**src/rtl/daq_l1a_scheduler_if.sv**
```systemverilog
// Bus bundle between the TTC/ring-buffer side and the L1A readout scheduler.
// The master modport is the environment (TTC inputs, ring reader, AMC13
// status). The slave modport is the scheduler itself.
interface daq_l1a_scheduler_if #(
  parameter int RING_AW = 8,
  parameter int BXN_W   = 12
);
  logic               l1a_in;
  logic [BXN_W-1:0]   bxn_counter;
  logic [RING_AW-1:0] ring_addrw;
  logic [7:0]         l1a_delay;
  logic [2:0]         l1a_window;
  logic               ttc_resync;
  logic               amc13_ready;
  logic               rd_done;
  logic               rd_req;
  logic [RING_AW-1:0] rd_start_addr;
  logic [3:0]         rd_nbx;
  logic [BXN_W-1:0]   rd_bxn;
  logic [23:0]        rd_l1a_num;
  logic               fifo_full;
  logic               fifo_empty;
  logic [15:0]        l1a_ovf_cnt;
  logic               rd_timeout;

  modport master (
    output l1a_in, bxn_counter, ring_addrw, l1a_delay, l1a_window,
           ttc_resync, amc13_ready, rd_done,
    input  rd_req, rd_start_addr, rd_nbx, rd_bxn, rd_l1a_num,
           fifo_full, fifo_empty, l1a_ovf_cnt, rd_timeout
  );

  modport slave (
    input  l1a_in, bxn_counter, ring_addrw, l1a_delay, l1a_window,
           ttc_resync, amc13_ready, rd_done,
    output rd_req, rd_start_addr, rd_nbx, rd_bxn, rd_l1a_num,
           fifo_full, fifo_empty, l1a_ovf_cnt, rd_timeout
  );
endinterface

```
**src/rtl/daq_l1a_scheduler.sv**
```systemverilog
// L1A readout scheduler for the DAQ ring buffer.
// Queues each L1A with its event number, BX number and ring write address,
// waits until the readout window has been written and the AMC13 is ready,
// then issues one readout request and waits for the reader to finish.
// Optional build macro DAQ_RD_TIMEOUT_EN: a stuck reader is abandoned after
// 1023 cycles in BUSY and a sticky rd_timeout flag is raised.
module daq_l1a_scheduler #(
  parameter int FIFO_AW = 3,
  parameter int RING_AW = 8,
  parameter int BXN_W   = 12
) (
  input  logic               clk,
  input  logic               daq_reset,
  daq_l1a_scheduler_if.slave bus
);
  localparam int DEPTH   = 1 << FIFO_AW;
  localparam int ENTRY_W = 24 + BXN_W + RING_AW;
  localparam logic [FIFO_AW:0] CNT_FULL = (FIFO_AW+1)'(DEPTH);
  localparam logic [FIFO_AW:0] CNT_ONE  = (FIFO_AW+1)'(1);

  typedef enum logic [2:0] {
    S_IDLE, S_WAIT_DATA, S_WAIT_AMC, S_REQ, S_BUSY, S_POP
  } state_t;

  function automatic logic [15:0] sat_inc16(input logic [15:0] v);
    return (v == 16'hFFFF) ? v : v + 16'd1;
  endfunction

  state_t               r_state, w_next_state;
  logic [ENTRY_W-1:0]   r_mem [DEPTH];
  logic [FIFO_AW-1:0]   r_wr_ptr, r_rd_ptr;
  logic [FIFO_AW:0]     r_count, w_count_nxt;
  logic                 r_full, r_empty;
  logic [23:0]          r_l1a_cnt;
  logic [15:0]          r_ovf_cnt;
  logic                 r_skip_pop;
  logic [23:0]          r_head_num;
  logic [BXN_W-1:0]     r_head_bxn;
  logic [RING_AW-1:0]   r_start;
  logic                 r_rd_req;
  logic [RING_AW-1:0]   r_rd_start;
  logic [3:0]           r_rd_nbx;
  logic [BXN_W-1:0]     r_rd_bxn;
  logic [23:0]          r_rd_num;
  logic                 w_push, w_drop, w_pop, w_to_hit;
  logic [23:0]          w_num;
  logic [ENTRY_W-1:0]   w_head;
  logic [RING_AW-1:0]   w_avail;

  // An L1A arriving with a resync is discarded outright, never queued or counted.
  assign w_push  = bus.l1a_in && !bus.ttc_resync && !r_full;
  assign w_drop  = bus.l1a_in && !bus.ttc_resync &&  r_full;
  assign w_pop   = (r_state == S_POP) && !r_skip_pop && !bus.ttc_resync;
  assign w_num   = r_l1a_cnt + 24'd1;
  assign w_head  = r_mem[r_rd_ptr];
  assign w_avail = bus.ring_addrw - r_start;

  // Occupancy after this cycle's push/pop, used for the exact full/empty flags.
  always_comb begin
    w_count_nxt = r_count;
    case ({w_push, w_pop})
      2'b10:   w_count_nxt = r_count + CNT_ONE;
      2'b01:   w_count_nxt = r_count - CNT_ONE;
      default: w_count_nxt = r_count;
    endcase
  end

  // Queue storage: written on push only, contents need no reset.
  always_ff @(posedge clk) begin
    if (w_push) r_mem[r_wr_ptr] <= {w_num, bus.bxn_counter, bus.ring_addrw};
  end

  // Queue pointers and registered full/empty; resync flushes everything.
  always_ff @(posedge clk or posedge daq_reset) begin
    if (daq_reset) begin
      r_wr_ptr <= '0;
      r_rd_ptr <= '0;
      r_count  <= '0;
      r_full   <= 1'b0;
      r_empty  <= 1'b1;
    end else if (bus.ttc_resync) begin
      r_wr_ptr <= '0;
      r_rd_ptr <= '0;
      r_count  <= '0;
      r_full   <= 1'b0;
      r_empty  <= 1'b1;
    end else begin
      if (w_push) r_wr_ptr <= r_wr_ptr + FIFO_AW'(1);
      if (w_pop)  r_rd_ptr <= r_rd_ptr + FIFO_AW'(1);
      r_count <= w_count_nxt;
      r_full  <= (w_count_nxt == CNT_FULL);
      r_empty <= (w_count_nxt == '0);
    end
  end

  // Event number (also advances on drops) and saturating drop counter.
  always_ff @(posedge clk or posedge daq_reset) begin
    if (daq_reset) begin
      r_l1a_cnt <= '0;
      r_ovf_cnt <= '0;
    end else if (bus.ttc_resync) begin
      r_l1a_cnt <= '0;
      r_ovf_cnt <= '0;
    end else begin
      if (bus.l1a_in) r_l1a_cnt <= w_num;
      if (w_drop)     r_ovf_cnt <= sat_inc16(r_ovf_cnt);
    end
  end

  // A resync during REQ/BUSY lets the event finish but its queue slot is gone,
  // so the following POP must not touch the (possibly refilled) queue.
  always_ff @(posedge clk or posedge daq_reset) begin
    if (daq_reset)                                                      r_skip_pop <= 1'b0;
    else if (bus.ttc_resync && (r_state == S_REQ || r_state == S_BUSY)) r_skip_pop <= 1'b1;
    else if (r_state == S_POP)                                          r_skip_pop <= 1'b0;
  end

  // Latch the head entry and its window start address when leaving IDLE.
  always_ff @(posedge clk) begin
    if (r_state == S_IDLE && w_next_state == S_WAIT_DATA) begin
      r_head_num <= w_head[ENTRY_W-1 -: 24];
      r_head_bxn <= w_head[RING_AW +: BXN_W];
      r_start    <= w_head[RING_AW-1:0] - RING_AW'(bus.l1a_delay);
    end
  end

  // FSM state register.
  always_ff @(posedge clk or posedge daq_reset) begin
    if (daq_reset) r_state <= S_IDLE;
    else           r_state <= w_next_state;
  end

  // FSM next-state logic; rd_done outside BUSY is ignored.
  always_comb begin
    w_next_state = r_state;
    case (r_state)
      S_IDLE:      if (!r_empty && !bus.ttc_resync) w_next_state = S_WAIT_DATA;
      S_WAIT_DATA: if (bus.ttc_resync)                              w_next_state = S_IDLE;
                   else if (w_avail > RING_AW'(bus.l1a_window))     w_next_state = S_WAIT_AMC;
      S_WAIT_AMC:  if (bus.ttc_resync)                              w_next_state = S_IDLE;
                   else if (bus.amc13_ready)                        w_next_state = S_REQ;
      S_REQ:       w_next_state = S_BUSY;
      S_BUSY:      if (bus.rd_done || w_to_hit)                     w_next_state = S_POP;
      S_POP:       w_next_state = S_IDLE;
      default:     w_next_state = S_IDLE;
    endcase
  end

  // Request pulse and descriptor, registered on entry to REQ and held after.
  always_ff @(posedge clk or posedge daq_reset) begin
    if (daq_reset) begin
      r_rd_req   <= 1'b0;
      r_rd_start <= '0;
      r_rd_nbx   <= '0;
      r_rd_bxn   <= '0;
      r_rd_num   <= '0;
    end else begin
      r_rd_req <= (w_next_state == S_REQ);
      if (w_next_state == S_REQ) begin
        r_rd_start <= r_start;
        r_rd_nbx   <= {1'b0, bus.l1a_window} + 4'd1;
        r_rd_bxn   <= r_head_bxn;
        r_rd_num   <= r_head_num;
      end
    end
  end

`ifdef DAQ_RD_TIMEOUT_EN
  logic [9:0] r_to_cnt;
  logic       r_rd_timeout;

  // BUSY-cycle counter; value 1022 marks the 1023rd cycle without rd_done.
  always_ff @(posedge clk or posedge daq_reset) begin
    if (daq_reset)              r_to_cnt <= '0;
    else if (r_state == S_BUSY) r_to_cnt <= r_to_cnt + 10'd1;
    else                        r_to_cnt <= '0;
  end

  assign w_to_hit = (r_state == S_BUSY) && (r_to_cnt == 10'd1022) && !bus.rd_done;

  // Sticky timeout flag, cleared only by reset or resync.
  always_ff @(posedge clk or posedge daq_reset) begin
    if (daq_reset)           r_rd_timeout <= 1'b0;
    else if (bus.ttc_resync) r_rd_timeout <= 1'b0;
    else if (w_to_hit)       r_rd_timeout <= 1'b1;
  end

  assign bus.rd_timeout = r_rd_timeout;
`else
  assign w_to_hit       = 1'b0;
  assign bus.rd_timeout = 1'b0;
`endif

  assign bus.rd_req        = r_rd_req;
  assign bus.rd_start_addr = r_rd_start;
  assign bus.rd_nbx        = r_rd_nbx;
  assign bus.rd_bxn        = r_rd_bxn;
  assign bus.rd_l1a_num    = r_rd_num;
  assign bus.fifo_full     = r_full;
  assign bus.fifo_empty    = r_empty;
  assign bus.l1a_ovf_cnt   = r_ovf_cnt;
endmodule

```
**src/flat_wrapper.sv**
```systemverilog
// flat-port wrapper written by rule: the top's interface ports become plain ports
module daq_l1a_scheduler_flat 
#(
  parameter int FIFO_AW = 3,
  parameter int RING_AW = 8,
  parameter int BXN_W   = 12
)
  (clk, daq_reset, bus_l1a_in, bus_bxn_counter, bus_ring_addrw, bus_l1a_delay, bus_l1a_window, bus_ttc_resync, bus_amc13_ready, bus_rd_done, bus_rd_req, bus_rd_start_addr, bus_rd_nbx, bus_rd_bxn, bus_rd_l1a_num, bus_fifo_full, bus_fifo_empty, bus_l1a_ovf_cnt, bus_rd_timeout);
  daq_l1a_scheduler_if #(.RING_AW(RING_AW), .BXN_W(BXN_W)) bus_i ();
  input  logic clk;
  input  logic daq_reset;
  input wire logic [$bits(bus_i.l1a_in)-1:0] bus_l1a_in;
  input wire logic [$bits(bus_i.bxn_counter)-1:0] bus_bxn_counter;
  input wire logic [$bits(bus_i.ring_addrw)-1:0] bus_ring_addrw;
  input wire logic [$bits(bus_i.l1a_delay)-1:0] bus_l1a_delay;
  input wire logic [$bits(bus_i.l1a_window)-1:0] bus_l1a_window;
  input wire logic [$bits(bus_i.ttc_resync)-1:0] bus_ttc_resync;
  input wire logic [$bits(bus_i.amc13_ready)-1:0] bus_amc13_ready;
  input wire logic [$bits(bus_i.rd_done)-1:0] bus_rd_done;
  output wire logic [$bits(bus_i.rd_req)-1:0] bus_rd_req;
  output wire logic [$bits(bus_i.rd_start_addr)-1:0] bus_rd_start_addr;
  output wire logic [$bits(bus_i.rd_nbx)-1:0] bus_rd_nbx;
  output wire logic [$bits(bus_i.rd_bxn)-1:0] bus_rd_bxn;
  output wire logic [$bits(bus_i.rd_l1a_num)-1:0] bus_rd_l1a_num;
  output wire logic [$bits(bus_i.fifo_full)-1:0] bus_fifo_full;
  output wire logic [$bits(bus_i.fifo_empty)-1:0] bus_fifo_empty;
  output wire logic [$bits(bus_i.l1a_ovf_cnt)-1:0] bus_l1a_ovf_cnt;
  output wire logic [$bits(bus_i.rd_timeout)-1:0] bus_rd_timeout;
  assign bus_i.l1a_in = bus_l1a_in;
  assign bus_i.bxn_counter = bus_bxn_counter;
  assign bus_i.ring_addrw = bus_ring_addrw;
  assign bus_i.l1a_delay = bus_l1a_delay;
  assign bus_i.l1a_window = bus_l1a_window;
  assign bus_i.ttc_resync = bus_ttc_resync;
  assign bus_i.amc13_ready = bus_amc13_ready;
  assign bus_i.rd_done = bus_rd_done;
  assign bus_rd_req = bus_i.rd_req;
  assign bus_rd_start_addr = bus_i.rd_start_addr;
  assign bus_rd_nbx = bus_i.rd_nbx;
  assign bus_rd_bxn = bus_i.rd_bxn;
  assign bus_rd_l1a_num = bus_i.rd_l1a_num;
  assign bus_fifo_full = bus_i.fifo_full;
  assign bus_fifo_empty = bus_i.fifo_empty;
  assign bus_l1a_ovf_cnt = bus_i.l1a_ovf_cnt;
  assign bus_rd_timeout = bus_i.rd_timeout;
  daq_l1a_scheduler #(.FIFO_AW(FIFO_AW), .RING_AW(RING_AW), .BXN_W(BXN_W)) u_core (.clk(clk), .daq_reset(daq_reset), .bus(bus_i));
endmodule
```
**config.mk**
```make
export PLATFORM = sky130hd
export DESIGN_NAME = daq_l1a_scheduler_flat
export DESIGN_NICKNAME = d
export VERILOG_FILES = /design/src/rtl/daq_l1a_scheduler_if.sv /design/src/rtl/daq_l1a_scheduler.sv /design/src/flat_wrapper.sv
export SDC_FILE = /design/constraint.sdc
export NUM_CORES = 1
export LEC_CHECK = 0
export ABC_CLOCK_PERIOD_IN_PS = 8600
export BUFFER_PORTS_ARGS = -buffer_cell sky130_fd_sc_hd__buf_2
export CAP_MARGIN = 30
export CORE_UTILIZATION = 65
export DETAILED_ROUTE_END_ITERATION = 10
export PLACE_DENSITY_LB_ADDON = 0.08
export SLEW_MARGIN = 20
export SYNTH_ARGS = -nofsm -noshare
export SYNTH_HDL_FRONTEND = slang
export SYNTH_SLANG_ARGS = --single-unit
```
**constraint.sdc**
```tcl
create_clock -name clk -period 8.6 [get_ports clk]
set_input_delay 1.29 -clock clk [delete_from_list [all_inputs] [get_ports clk]]
set_output_delay 1.29 -clock clk [all_outputs]
set_load 0.01 [all_outputs]
```
==> flow_summary.ini <==
[status]
status = finished, final reports clean

[logic_synthesis]
ys_seq_area_share_pct = 71.55
ys_top_cells_by_area = edfxtp_1 59%, dfrtp_1 13%, mux4_2 9.8%
avgSynthCellArea_um2 = 16.76
yosys.area.top_type = edfxtp_1
synth.top_cell.area_share_pct = 58.59
synth_cell_types = 54
synthTopCellsByCount = 396 x edfxtp_1, 159 x nand2_1, 104 x dfrtp_1, 88 x mux4_2, 59 x nor2_1
yosysMostFrequentCell = edfxtp_1
synth-edff-count = 396
ys.flop_type = edfxtp_1
synthCells = 1211
async_flop_share_pct = 20.96
syn_area_mm2 = 0.02029
ys_ff_latch = 501
syn_nets = 1277
ys.warnings.count = 0

[critical_path]
reg2regPathDepth = 11
startpoint = u_core.r_rd_ptr[0]
cp_max_fo = 26
crit_required_ps = 8900
start_kind = flop
slowest_delay_ps = 540
cp_slowest_cell = dfrtp_4
r2r_start = u_core.r_rd_ptr[0]
cp-end-kind = flop
criticalPathCategory = flop to flop
cp.arrival_ps = 3900
crit_chain = buf_4, buf_12, mux4_2, mux2i_1, inv_1, ha_1, a21o_1, a21oi_1, a2bb2oi_1, nor2b_1, xnor2_1
r2r-end = u_core.r_start[5]
r2r_setup_slack_ps = 5000

[sta]
fin_hold_ws_ps = 439.0
worst_slack_ps = 4997
max-slew-margin-rel_pct = 39.20
tightest_slew_ps = 905.5
fmax_ghz = 0.2776
rsz0062_at_grt = no
drv_slew = 0
setup_viol = 0
clock_skew_ps = 11.39
finalCriticalPeriod_ps = 3603
period_share_pct = 41.89
tns_ps = 0
report.final.hold_viol_count = 0

[floorplanning]
rows = 64
start_util_pct = 66.17
core_mm2 = 0.03067
die_y_um = 178.7
dieArea_mm2 = 0.03193
ios = 105
die_w_um = 178.7

[cts]
clock_latency_ps = 550
cts-buffers-inserted = 49
cts_root_buf = clkbuf_16
clk_path_buf_depth = 3
clk_pin_slew_worst_paths_ps = 60
htreeDepth = 2
cts-hold-fix-buffers = 0
cts_tree = done
clock_sinks = 501
cts_setup_buffers = 0
cts-resized-gates = 0

[layout]
nNetsFinal = 1397
antennaDiodeCount = 0
drive_gt1_share_pct = 25.00
design_area_mm2 = 0.02294
area_delta_synth_final_pct = 13.02

[min_path]
hp-class = flop to flop
hold_start = u_core.r_head_bxn[11]
hold_depth = 2
hold_path_end = u_core.bus.rd_bxn[11]

[placed_design]
post-place-ws_ps = 4518
placed_area_mm2 = 0.02128
gp_congestion = 0.8005
portBuffers = 103
hpwl_mm = 21.75

[grt]
grt_first_pass_wirelength_mm = 59.38
antenna_found_initial = 1
grt_usage_pct = 25.23
grt_pass1_vias = 10480
grt_overflow = 0
grt_max_degree = 70

[flow_run]
cap_viol_max_count = 0

[route]
via_per_inst = 5.946
drcViolationCount = 0
drtIter0Drc = 818
postRouteAntennaNets = 0
wl_per_cell_um = 22.04
routed_wl_mm = 38.97
drt_pass1_iterations = 5
vias = 10510

[power]
vdd_ir_drop_max_v = 0.0001740
pwr_density_cell_mw_per_mm2 = 237.4
p_leak_nw = 8.276
p_total_w = 0.005445
[registers in the layout, indices dropped and copies added, names as in the netlist, 3 cells and up]
| signal | count |
|---|---|
| u_core.bus.l1a_ovf_cnt | 16 |
| u_core.bus.rd_start_addr | 8 |
| u_core.r_state | 3 |
| u_core.bus.rd_l1a_num | 24 |
| u_core.r_l1a_cnt | 24 |
| u_core.bus.rd_nbx | 4 |
| u_core.r_mem | 352 |
| u_core.r_count | 4 |
| u_core.r_wr_ptr | 3 |
| u_core.r_rd_ptr | 3 |
| u_core.bus.rd_bxn | 12 |
| u_core.r_head_bxn | 12 |
| u_core.r_start | 8 |
| u_core.r_head_num | 24 |
[logic make-up (layout without fill, tap and decap cells)]
logic type / count (synthesis) / count (layout) / synth area share, %
AOI/OAI and AO/OA: 62 / 62 / 1.924
xor gates and xnor gates: 75 / 75 / 3.237
adders and majority gates: 29 / 29 / 1.899
buffers and inverters: 93 / 254 / 1.961
DFF: 501 / 501 / 71.55
muxes: 135 / 135 / 12.34
other: 1 / 1 / 0.01848
and+or+nand+nor: 315 / 315 / 7.078
[cell type report]
cell class | instances | area (um2)
Tap cell | 396 | 495.5
Timing Repair Buffer | 125 | 713.2
Multi-Input combinational cell | 617 | 5436
Fill cell | 1786 | 7732
Clock buffer | 71 | 1391
Sequential cell | 501 | 14530
Inverter | 37 | 141.4
Clock inverter | 21 | 230.2
[report_power, final]
part	internal [W]	leakage (nW)	switching, W	total [W]
combinational	0.000179	2.57	0.000276	0.000455
clock	0.00127	0.786	0.000867	0.00214
sequential	0.00277	4.92	0.0000811	0.00285
[cells in the final DEF, fill, tap and decap left out, drive strengths merged, types with 2 or more instances in the layout]
cell type / Yosys / layout
mux2: 41 / 41
nand2: 160 / 160
edfxtp: 396 / 396
nor2: 59 / 59
fa: 3 / 3
nor2b: 5 / 5
nand2b: 10 / 10
a21o: 7 / 7
o221ai: 2 / 2
nand3: 23 / 23
nor3b: 3 / 3
mux2i: 6 / 6
inv: 37 / 38
and3: 7 / 7
nor4: 2 / 2
clkinv: 0 / 13
buf: 27 / 125
nor3: 9 / 9
ha: 26 / 26
a31oi: 3 / 3
and4: 7 / 7
clkinvlp: 0 / 2
a21oi: 16 / 16
o21ai: 21 / 21
nand4b: 2 / 2
nand4: 14 / 14
nand3b: 2 / 2
mux4: 88 / 88
or3: 6 / 6
bufinv: 0 / 5
and2: 4 / 4
clkbuf: 29 / 71
a211oi: 2 / 2
dfrtp: 104 / 104
xnor2: 33 / 33
xor2: 42 / 42
[worst max-delay path, delay by kind of cell (launching register included)]
kind	cells	cell delay, ps
multiplexers	2	800
AO/OA/AOI/OAI	3	640
AND/OR/NAND/NOR	1	180
flip-flops	1	540
buffers and inverters	3	830
XOR/XNOR	1	70
adder cells (fa/ha/maj)	1	270
[layer usage]
metal | global-route usage, % | routed length, um | up-vias
met5 | 0 | 0 | -
met4 | 7.451 | 799 | 0
li1 | - | - | 4773
met1 | 36.20 | 16790 | 5341
met3 | 3.287 | 2112 | 64
met2 | 41.20 | 19270 | 335
[worst max-delay path by stage]
stage                              end  slack [ps]
finish               u_core.r_start[5]        5000
global route         u_core.r_start[5]        4700
CTS                  u_core.r_start[5]        4930
detailed placement  u_core.r_mem[5][0]        4520
global placement    u_core.r_mem[6][0]        4610
floorplan           u_core.r_mem[0][0]        3050
[through the flow]
step	utilization (%)	std cells
after detailed placement	69.39	1674
after global routing	74.79	1768
after floorplan	-	1211
after global placement	69.32	1673
after CTS	74.67	1766
final	74.79	1768
No activity file was read; power rests on OpenSTA's default activity.
